**src/rtl/mem_req_frontend_pkg.sv**
```systemverilog
// Shared constants and types for the memory-arbiter request front end.
package mem_arb_pkg;

    localparam int unsigned M1 = 0;
    localparam int unsigned M2 = 1;
    localparam int unsigned M3 = 2;

    localparam logic [1:0] ACC_NONE = 2'b00;
    localparam logic [1:0] ACC_M1   = 2'b01;
    localparam logic [1:0] ACC_M2   = 2'b10;
    localparam logic [1:0] ACC_M3   = 2'b11;

    typedef enum logic [1:0] {
        IDLE   = 2'b00,
        PEND   = 2'b01,
        ACTIVE = 2'b10
    } chan_state_t;

endpackage

```
**src/rtl/mem_req_frontend_if.sv**
```systemverilog
// Start/grant/request bundle between the masters, the front end and the arbiter.
interface mem_req_frontend_if #(
    parameter int unsigned LEN_W = 4
);
    logic [2:0]         start;
    logic [3*LEN_W-1:0] len;
    logic [1:0]         accmodule;
    logic [2:0]         start_ready;
    logic [2:0]         req;
    logic [2:0]         done;
    logic [2:0]         beat;
    logic [2:0]         timeout;

    modport master (
        output start, len, accmodule,
        input  start_ready, req, done, beat, timeout
    );

    modport slave (
        input  start, len, accmodule,
        output start_ready, req, done, beat, timeout
    );
endinterface

```
**src/rtl/mem_req_frontend_chan.sv**
```systemverilog
// One master's request channel: burst latch, beat countdown and starvation watch.
module mem_req_chan
    import mem_arb_pkg::*;
#(
    parameter int unsigned LEN_W    = 4,
    parameter int unsigned MAX_WAIT = 15,
    parameter logic [1:0]  CODE     = ACC_M1
) (
    input  logic             clk,
    input  logic             reset,
    input  logic             start_i,
    input  logic [LEN_W-1:0] len_i,
    input  logic [1:0]       acc_i,
    output logic             start_ready_o,
    output logic             req_o,
    output logic             done_o,
    output logic             beat_o,
    output logic             timeout_o
);
    localparam int unsigned      WaitW   = (MAX_WAIT < 2) ? 1 : $clog2(MAX_WAIT + 1);
    localparam logic [WaitW-1:0] WaitMax = WaitW'(MAX_WAIT);
    localparam logic [LEN_W-1:0] LenOne  = LEN_W'(1);

    chan_state_t      state_q, state_d;
    logic [LEN_W-1:0] rem_q, rem_d;
    logic [WaitW-1:0] wait_q, wait_d;
    logic             timeout_q, timeout_d;

    assign start_ready_o = (state_q == IDLE);
    assign req_o         = (state_q != IDLE);
    assign beat_o        = req_o && (acc_i == CODE);
    assign done_o        = beat_o && (rem_q == LenOne);
    assign timeout_o     = timeout_q;

    always_comb begin
        state_d   = state_q;
        rem_d     = rem_q;
        wait_d    = wait_q;
        timeout_d = timeout_q;
        unique case (state_q)
            IDLE: begin
                if (start_i) begin
                    // A zero length is treated as a single-beat burst.
                    rem_d     = (len_i == '0) ? LenOne : len_i;
                    wait_d    = '0;
                    timeout_d = 1'b0;
                    state_d   = PEND;
                end
            end
            PEND, ACTIVE: begin
                if (beat_o) begin
                    rem_d   = rem_q - LenOne;
                    wait_d  = '0;
                    state_d = (rem_q == LenOne) ? IDLE : ACTIVE;
                end else begin
                    if (wait_q != WaitMax) wait_d = wait_q + 1'b1;
                    if (wait_d == WaitMax) timeout_d = 1'b1;
                end
            end
            default: state_d = IDLE;
        endcase
    end

    always_ff @(posedge clk or negedge reset) begin
        if (!reset) begin
            state_q   <= IDLE;
            rem_q     <= '0;
            wait_q    <= '0;
            timeout_q <= 1'b0;
        end else begin
            state_q   <= state_d;
            rem_q     <= rem_d;
            wait_q    <= wait_d;
            timeout_q <= timeout_d;
        end
    end
endmodule

```
**src/rtl/mem_req_frontend.sv**
```systemverilog
// Three independent request channels feeding the three-master memory arbiter.
module mem_req_frontend
    import mem_arb_pkg::*;
#(
    parameter int unsigned LEN_W    = 4,
    parameter int unsigned MAX_WAIT = 15
) (
    input  logic              clk,
    input  logic              reset,
    mem_req_frontend_if.slave bus
);
    mem_req_chan #(.LEN_W(LEN_W), .MAX_WAIT(MAX_WAIT), .CODE(ACC_M1)) u_chan_m1 (
        .clk           (clk),
        .reset         (reset),
        .start_i       (bus.start[M1]),
        .len_i         (bus.len[M1*LEN_W +: LEN_W]),
        .acc_i         (bus.accmodule),
        .start_ready_o (bus.start_ready[M1]),
        .req_o         (bus.req[M1]),
        .done_o        (bus.done[M1]),
        .beat_o        (bus.beat[M1]),
        .timeout_o     (bus.timeout[M1])
    );

    mem_req_chan #(.LEN_W(LEN_W), .MAX_WAIT(MAX_WAIT), .CODE(ACC_M2)) u_chan_m2 (
        .clk           (clk),
        .reset         (reset),
        .start_i       (bus.start[M2]),
        .len_i         (bus.len[M2*LEN_W +: LEN_W]),
        .acc_i         (bus.accmodule),
        .start_ready_o (bus.start_ready[M2]),
        .req_o         (bus.req[M2]),
        .done_o        (bus.done[M2]),
        .beat_o        (bus.beat[M2]),
        .timeout_o     (bus.timeout[M2])
    );

    mem_req_chan #(.LEN_W(LEN_W), .MAX_WAIT(MAX_WAIT), .CODE(ACC_M3)) u_chan_m3 (
        .clk           (clk),
        .reset         (reset),
        .start_i       (bus.start[M3]),
        .len_i         (bus.len[M3*LEN_W +: LEN_W]),
        .acc_i         (bus.accmodule),
        .start_ready_o (bus.start_ready[M3]),
        .req_o         (bus.req[M3]),
        .done_o        (bus.done[M3]),
        .beat_o        (bus.beat[M3]),
        .timeout_o     (bus.timeout[M3])
    );
endmodule

```
**src/flat_wrapper.sv**
```systemverilog
// flat-port wrapper written by rule: the top's interface ports become plain ports
module mem_req_frontend_flat import mem_arb_pkg::*;
#(
    parameter int unsigned LEN_W    = 4,
    parameter int unsigned MAX_WAIT = 15
)
  (clk, reset, bus_start, bus_len, bus_accmodule, bus_start_ready, bus_req, bus_done, bus_beat, bus_timeout);
  mem_req_frontend_if #(.LEN_W(LEN_W)) bus_i ();
  input  logic clk;
  input  logic reset;
  input wire logic [$bits(bus_i.start)-1:0] bus_start;
  input wire logic [$bits(bus_i.len)-1:0] bus_len;
  input wire logic [$bits(bus_i.accmodule)-1:0] bus_accmodule;
  output wire logic [$bits(bus_i.start_ready)-1:0] bus_start_ready;
  output wire logic [$bits(bus_i.req)-1:0] bus_req;
  output wire logic [$bits(bus_i.done)-1:0] bus_done;
  output wire logic [$bits(bus_i.beat)-1:0] bus_beat;
  output wire logic [$bits(bus_i.timeout)-1:0] bus_timeout;
  assign bus_i.start = bus_start;
  assign bus_i.len = bus_len;
  assign bus_i.accmodule = bus_accmodule;
  assign bus_start_ready = bus_i.start_ready;
  assign bus_req = bus_i.req;
  assign bus_done = bus_i.done;
  assign bus_beat = bus_i.beat;
  assign bus_timeout = bus_i.timeout;
  mem_req_frontend #(.LEN_W(LEN_W), .MAX_WAIT(MAX_WAIT)) u_core (.clk(clk), .reset(reset), .bus(bus_i));
endmodule
```
**config.mk**
```make
export PLATFORM = sky130hd
export DESIGN_NAME = mem_req_frontend_flat
export DESIGN_NICKNAME = d
export VERILOG_FILES = /design/src/rtl/mem_req_frontend_pkg.sv /design/src/rtl/mem_req_frontend_if.sv /design/src/rtl/mem_req_frontend_chan.sv /design/src/rtl/mem_req_frontend.sv /design/src/flat_wrapper.sv
export SDC_FILE = /design/constraint.sdc
export NUM_CORES = 1
export LEC_CHECK = 0
export BUFFER_PORTS_ARGS = -buffer_cell sky130_fd_sc_hd__buf_2
export CORE_MARGIN = 2
export CORE_UTILIZATION = 30
export DETAILED_ROUTE_END_ITERATION = 10
export PLACE_DENSITY_LB_ADDON = 0.1
export SLEW_MARGIN = 20
export SYNTH_ARGS = -nofsm -noshare
export SYNTH_HDL_FRONTEND = slang
export SYNTH_HIERARCHICAL = 1
export SYNTH_SLANG_ARGS = --single-unit
```
**constraint.sdc**
```tcl
create_clock -name clk -period 2.9 [get_ports clk]
set_input_delay 0.435 -clock clk [delete_from_list [all_inputs] [get_ports clk]]
set_output_delay 0.435 -clock clk [all_outputs]
set_load 0.01 [all_outputs]
```
-- Word-level counts from Yosys, hierarchy flattened
Cells that the tools add are included.
- flip-flop bits (word level): 33
- output and inout port bits: 15
- add/subtract/negate cells: 6
- eq/ne operators: 30
- muxes and demuxes: 54
- reduce and logical (&&, ||, !) cells: 33
- operator list (kind ; number):
    two-way mux 4 bit ; 24
    case mux 4 bit (2 select lines) ; 6
    != test 2 bit, second input constant ; 12
    two-way mux 2 bit ; 9
    adder 4 x 1 -> 4 bit, second input constant ; 3
    == test 4 x 1 -> 1 bit, second input constant ; 3
    == test 4 bit, second input constant ; 3
    zero test 4 bit ; 3
    != test 4 bit, second input constant ; 3
    case mux 2 bit (2 select lines) ; 3
    AND reduction 2 bit ; 6
    AND reduction 4 bit ; 3
    nonzero test 2 bit ; 6
    subtractor 4 x 1 -> 4 bit, second input constant ; 3
    == test 2 bit, second input constant ; 5
    two-way mux 1 bit ; 9
    AND reduction 3 bit ; 3
    == test 2 x 1 -> 1 bit, second input constant ; 4
    logical AND 1 bit ; 6
    zero test 2 bit ; 3
    case mux 1 bit (2 select lines) ; 3
    OR reduction 2 bit ; 3

-- Depth between registers and ports, before layout
Gate-level depths: netlist of the first run.
- depth after elaboration: 8
- depth in mapped cells: 7
- depth with buffers taken out: 7

-- By module
The synthesis of the first run kept the hierarchy.
- by module, submodules not included (module ; times used ; cells each ; area each (µm²) ; sequential area each (µm²)):
    mem_req_chan (u_core.u_chan_m1 ...) ; 2 ; 82 ; 748.2 ; 275.3
    mem_req_chan (u_core.u_chan_m3) ; 1 ; 92 ; 798.3 ; 275.3

-- Worst setup path after synthesis of the first run
Ideal clock, no wire load.
- path kind: register to output
- start point: register u_core.u_chan_m1.state_q[0]
- end point: output bus_done[0]
- arrival: 1.349 ns
- path slack: 1.116 ns
- cell stages (with the launch flop): 6
- buffers on the path: 1
- cells stage by stage: dfrtp_1 inv_1 ha_1 buf_6 nor3b_4 and3_4
- word-level cells in the longest chain between the ends: 3
- RTL lines (item ; RTL line ; RTL):
    start: declaration ; mem_req_frontend_chan.sv:24 ; chan_state_t state_q, state_d;
    start signal: assignment ; mem_req_frontend_chan.sv:71 ; state_q <= state_d;
    nonzero test 2 bit ; mem_req_frontend_chan.sv:30 ; assign req_o = (state_q != IDLE);
    logical AND 1 bit ; mem_req_frontend_chan.sv:31 ; assign beat_o = req_o && (acc_i == CODE);
    via bus_beat[0] ; flat_wrapper.sv:17 ; output wire logic [$bits(bus_i.beat)-1:0] bus_beat;
    logical AND 1 bit ; mem_req_frontend_chan.sv:32 ; assign done_o = beat_o && (rem_q == LenOne);
    end: declaration ; flat_wrapper.sv:16 ; output wire logic [$bits(bus_i.done)-1:0] bus_done;
The timed path passes the listed nets, and every way through them passes these cells.

-- Worst setup path after layout of the first run
- start point: register u_core.u_chan_m2.state_q[0]
- end point: output bus_done[1]
- word-level cells in the longest chain between the ends: 3
- RTL lines (item ; RTL line):
    start: declaration ; mem_req_frontend_chan.sv:24
    start signal: assignment ; mem_req_frontend_chan.sv:71
    nonzero test 2 bit ; mem_req_frontend_chan.sv:30
    logical AND 1 bit ; mem_req_frontend_chan.sv:31
    logical AND 1 bit ; mem_req_frontend_chan.sv:32
Every way passes these cells.

==> flow_summary.json, run 1 <==
{
  "outcome": "complete, no violations",
  "leakage_nw": 1.27,
  "clk_path_buf_depth": 2,
  "cts_tree": "built",
  "reg2reg_from": "u_core/u_chan_m1/state_q[0]",
  "cts_hold_buf": 0,
  "cts_buffers": 5,
  "cts_setup_buffers": 0,
  "fmax_mhz": 453,
  "crit_path_end_kind": "primary output",
  "synthArstFlopShare_pct": 100,
  "syn_area_sq_um": 2290,
  "drt-total-wl_um": 5100,
  "reg2reg_depth": 5,
  "place_congestion": 0.842,
  "die_w_um": 91.5,
  "met1_length_um": 2650,
  "fin_tns_setup_ns": 0,
  "worstPathMaxFanout": 9,
  "startpoint": "u_core/u_chan_m2/state_q[0]",
  "clock_latency_ns": 0.28,
  "root_buffer": "clkbuf_8",
  "hold_class": "in2async",
  "p_total_mw": 2.74,
  "vias": 1921,
  "start_util_pct": 31.3,
  "synth_nets": 291,
  "maxCapViolations": 0,
  "reg2reg_slack_ns": 1.09,
  "synth_warnings": 6,
  "criticalPathCategory": "reg2out",
  "place_hpwl_um": 3750,
  "syn-mean-instance-area_sq_um": 8.96,
  "antenna_found_initial": 0,
  "pin_count": 34,
  "clock_sinks": 33,
  "fillers": 766,
  "ant_nets": 0,
  "yosysSeqAreaShare_pct": 36.0,
  "setup_viol": 0,
  "grt_use_total_pct": 12.9,
  "drc": 0,
  "firstDrtPassIters": 4,
  "synth.distinct_cells": 48,
  "drive_above_1_share_pct": 20.9,
  "min_period_over_period_pct": 76.2,
  "drv_slew": 0,
  "worst_clock_skew_ns": 0.00849,
  "wl_met3_um": 156,
  "crit_arrival_ns": 1.77,
  "synthCells": 256,
  "drt_iter0_markers": 100,
  "die-area_sq_um": 8360,
  "grt_pass1_vias": 1843,
  "synth-main-ff-cell": "dfrtp_1",
  "overflow": 0,
  "port_buffers": 33,
  "power_density_nw_per_um2": 1040,
  "grt_first_pass_wirelength_um": 8780,
  "topRoutingLayerUsed": "met4",
  "grt_max_degree": 34,
  "synth-edff-count": 0,
  "fin_crit_ns": 2.21,
  "hold_viol": 0,
  "wire_per_inst_um": 13.0,
  "post-route-util_pct": 35.8,
  "rsz0062_at_grt": "false",
  "tightestPinTransition_ns": 0.802,
  "ctsResizeCount": 0,
  "viasPerCell": 4.91,
  "crit_required_ns": 2.47,
  "row_count": 31,
  "diodes": 0,
  "ys_ff_latch": 33,
  "ir_drop_mv": 0.339,
  "core_sq_um": 7330,
  "rr_endpoint": "u_core/u_chan_m1/rem_q[0]",
  "slew_headroom_pct": 46.5,
  "worstSetupStartpointType": "flop",
  "path_clk_slew_ns": 0.08,
  "die_y_um": 91.5,
  "ctsHtreeMaxLevel": 2,
  "area_growth_pct": 14.3,
  "fin_nets": 326,
  "wl_met2_um": 2250
}
[layout make-up]
cell class	count	area [sq um]	share of cell area (%)
multi-input cells	189	1310	50.1
flip-flops and latches	33	826	31.5
repair buffers	33	165	6.29
well taps	99	124	4.72
inverters	29	109	4.15
clock buffers	5	68.8	2.62
clock inverters	3	17.5	0.668
[placed cells by master, fill, tap and decap left out, types with 5 or more instances in the layout]
cell type	n
buf_2	33
dfrtp_1	33
ha_1	16
a21oi_1	17
nand3_1	15
o21ai_1	10
nor2_1	18
o21ai_0	12
nand2_1	19
clkbuf_8	5
nor3_1	11
inv_1	27
[cell families (layout without fill, tap and decap cells)]
group / count (synthesis) / count (layout) / share of synthesized area (%)
AO/OA/AOI/OAI: 72 / 72 / 21.1
XOR/XNOR: 4 / 4 / 1.53
adder cells (fa/ha/maj): 16 / 16 / 8.72
buffers and inverters: 34 / 70 / 6.76
flip-flops: 33 / 33 / 36.0
multiplexers: 4 / 4 / 1.85
AND/OR/NAND/NOR: 93 / 93 / 24.0
[synthesized netlist by cell type (3+ instances only)]
cell type	instances	area share, %
a21o_1	4	1.3
a21oi_1	17	3.7
and3_1	3	0.82
buf_6	3	1.5
dfrtp_1	33	36
ha_1	16	8.7
inv_1	27	4.4
nand2_1	19	3.1
nand3_1	15	3.3
nand4_1	4	1.1
nor2_1	18	2.9
nor2b_1	4	1.1
nor3_1	11	2.4
o21ai_0	12	2.6
o21ai_1	10	2.2
o221ai_1	4	1.5
o22ai_1	4	1.1
[sequential cells by signal, summed over array words and instances (netlist names), 2 cells and up]
name and flops:
u_core/u_chan_m3/wait_q 4, u_core/u_chan_m1/wait_q 4, u_core/u_chan_m1/state_q 2, u_core/u_chan_m2/state_q 2
u_core/u_chan_m3/state_q 2, u_core/u_chan_m1/rem_q 4, u_core/u_chan_m2/rem_q 4, u_core/u_chan_m3/rem_q 4
u_core/u_chan_m2/wait_q 4
[worst max path at each step]
stage / cells past startpoint / slack (ns) / end
final: 5 / 0.69 / bus_done[1]
after global routing: 5 / 0.54 / bus_done[1]
after CTS: 5 / 0.65 / bus_done[1]
after detailed placement: 5 / 0.98 / bus_done[1]
after global placement: 5 / 1.04 / bus_done[0]
after floorplan: 5 / 1.12 / bus_done[0]
[metrics by stage]
| stage | hold slack, ns | cells | instance area, sq um | setup slack (ns) |
|---|---|---|---|---|
| after floorplan | 0.139 | 256 | 2290 | 1.12 |
| final | 0.233 | 391 | 2620 | 0.691 |
| after CTS | 0.259 | 391 | 2620 | 0.649 |
| after detailed placement | 0.481 | 383 | 2540 | 0.979 |
| after global routing | 0.286 | 391 | 2620 | 0.543 |
| after global placement | 0.490 | 383 | 2540 | 1.04 |
[worst max-delay path, cell delays in order (launching register included)]
cell and delay [ns]:
dfrtp_1 0.34, inv_1 0.05, ha_1 0.32, nor3b_4 0.38, and3_4 0.26, buf_2 0.12
[where the power goes]
| group | total (mW) | leakage (nW) | internal [mW] | switching, mW |
|---|---|---|---|---|
| combinational | 1.60 | 0.813 | 0.660 | 0.938 |
| clock | 0.343 | 0.0439 | 0.166 | 0.177 |
| sequential | 0.801 | 0.417 | 0.632 | 0.169 |
[per-layer routing]
| metal | up-vias | global-route usage, % |
|---|---|---|
| met3 | 2 | 3.73 |
| li1 | 995 | - |
| met1 | 893 | 18.4 |
| met5 | - | 0 |
| met4 | 0 | 3.66 |
| met2 | 31 | 19.1 |
No activity file was read; power rests on OpenSTA's default activity.
==> run 2: changes to the inputs <==
clock period = 1.83 ns   (was 2.9 ns; I/O delays follow)
==> run 2 against run 1 <==
  * Via count increased by 5.2%
  * Flip-flop and latch count unchanged
  * Register-to-register slack got worse by 0.89 ns
  * Sequential power increased by 59%
  * Non-clock buffer count increased by 16
  * Global-route usage increased by 0.096 points
  * Worst setup slack got worse by 0.59 ns
  * Routed wire length increased by 2.8%
  * Core utilization increased by 2.2 points
  * Clock skew decreased by 0.0014 ns
  * Combinational power increased by 82%
==> flow_summary.json, run 2 (synthesized netlist as in run 1, its figures left out) <==
{
  "cts_buffers": 5,
  "setup_viol": 0,
  "firstDrtPassIters": 4,
  "dpl_cell_area_sq_um": 2630,
  "cts_tree": "built",
  "min_period_over_period_pct": 94.4,
  "crit_required_ns": 1.56,
  "fin_nets": 342,
  "rr_endpoint": "u_core/u_chan_m2/wait_q[0]",
  "antenna_found_initial": 0,
  "final_cells": 407,
  "row_count": 31,
  "maxCapViolations": 0,
  "worstSetupStartpointType": "flop",
  "hold_class": "in2async",
  "root_buffer": "clkbuf_8",
  "pin_count": 34,
  "drv_slew": 0,
  "clk_path_buf_depth": 2,
  "grt_max_degree": 34,
  "reg2reg_slack_ns": 0.20,
  "die-area_sq_um": 8360,
  "die_y_um": 91.5,
  "clock_latency_ns": 0.29,
  "grt_use_total_pct": 13.0,
  "critPathTopFamily": "flip-flops",
  "leakage_nw": 1.35,
  "ant_nets": 0,
  "cts_hold_buf": 0,
  "path_clk_slew_ns": 0.08,
  "layout_common_cells": "33 x buf_2, 33 x dfrtp_1, 24 x inv_1",
  "crit_arrival_ns": 1.45,
  "place_congestion": 0.751,
  "crit_chain": "inv_2, ha_4, nand3b_4, inv_6, and3_1, buf_2",
  "fin_tns_setup_ns": 0,
  "worst-path-buf-inv": 3,
  "core_sq_um": 7330,
  "area_growth_pct": 21.5,
  "drt-total-wl_um": 5240,
  "start_util_pct": 31.3,
  "rsz0062_at_grt": "false",
  "fmax_mhz": 579,
  "overflow": 0,
  "drc": 0,
  "ctsHtreeMaxLevel": 2,
  "wire_per_inst_um": 12.9,
  "die_w_um": 91.5,
  "p_total_mw": 4.74,
  "crit_path_end_kind": "primary output",
  "grt_first_pass_wirelength_um": 8890,
  "drt_iter0_markers": 90,
  "reg2reg_from": "u_core/u_chan_m2/state_q[1]",
  "crit_slowest_cell": "dfrtp_1",
  "viasPerCell": 4.97,
  "slew_headroom_pct": 70.0,
  "vias": 2021,
  "place_hpwl_um": 3800,
  "hold_viol": 0,
  "worstPathMaxFanout": 8,
  "drive_above_1_share_pct": 26.9,
  "diodes": 0,
  "ir_drop_mv": 0.570,
  "port_buffers": 33,
  "outcome": "complete, no violations",
  "clock_sinks": 33,
  "tightestPinTransition_ns": 0.449,
  "placed_cells": 395,
  "worst_clock_skew_ns": 0.00707,
  "grt_pass1_vias": 1921,
  "fillers": 759,
  "post-route-util_pct": 38.0,
  "power_density_nw_per_um2": 1700,
  "fin_crit_ns": 1.73,
  "criticalPathCategory": "reg2out",
  "reg2reg_depth": 7,
  "slowest_delay_ns": 0.37,
  "design_area_sq_um": 2790
}
==> run 2: how the worst max path moves through the flow <==
stage | from | cells past startpoint | end | slack (ns)
after floorplan | u_core/u_chan_m1/state_q[0] | 7 | u_core/u_chan_m1/state_q[1] | 0.13
after global placement | u_core/u_chan_m1/state_q[1] | 7 | u_core/u_chan_m1/rem_q[2] | 0.11
final | u_core/u_chan_m3/state_q[0] | 6 | bus_done[2] | 0.10
after detailed placement | u_core/u_chan_m1/state_q[1] | 6 | u_core/u_chan_m1/wait_q[2] | 0.12
after global routing | u_core/u_chan_m1/state_q[0] | 5 | bus_done[0] | 0.00009
after CTS | u_core/u_chan_m1/state_q[1] | 5 | bus_done[0] | 0.01
==> run 2: per-stage QoR <==
stage	setup WS (ns)	hold WS, ns
6_report	0.103	0.0131
5_1_grt	0.0000925	0.0476
4_1_cts	0.0106	0.0274
3_5_place_dp	0.117	0.347
3_3_place_gp	0.112	0.349
2_1_floorplan	0.132	-0.0211
==> run 2: timing repair <==
action                                  4_1_cts  5_1_grt
pin swaps                                     2        4
setup buffers                                 3        1
gates resized for setup                       5        7
endpoints found under the setup margin        3        8
==> run 2: layer usage <==
metal	up-vias	track usage (%)	part of all wire [%]
met1	949	17.6	50
met2	36	20.5	45
met4	0	3.41	0.92
li1	1031	-	-
met3	5	3.57	3.8
met5	-	0	0
==> run 2: worst reg2reg max path: cells and delay by family, from the launching register on <==
family | cells | cell delay [ns]
AND/OR/NAND/NOR | 1 | 0.36
AO/OA/AOI/OAI | 1 | 0.17
adder cells (fa/ha/maj) | 1 | 0.28
flip-flops | 1 | 0.35
buffers and inverters | 4 | 0.40
==> run 2: final cells by class <==
| type | count | area [sq um] | area share [%] |
|---|---|---|---|
| multi-input cells | 189 | 1350 | 48.5 |
| flip-flops and latches | 33 | 826 | 29.6 |
| repair buffers | 49 | 285 | 10.2 |
| well taps | 99 | 124 | 4.44 |
| inverters | 29 | 114 | 4.08 |
| clock buffers | 5 | 68.8 | 2.47 |
| clock inverters | 3 | 17.5 | 0.628 |
==> run 2: power breakdown <==
part           total, mW  internal (mW)  switching [mW]
clock network      0.559          0.263           0.296
logic               2.91           1.34            1.57
registers           1.27           1.00           0.269
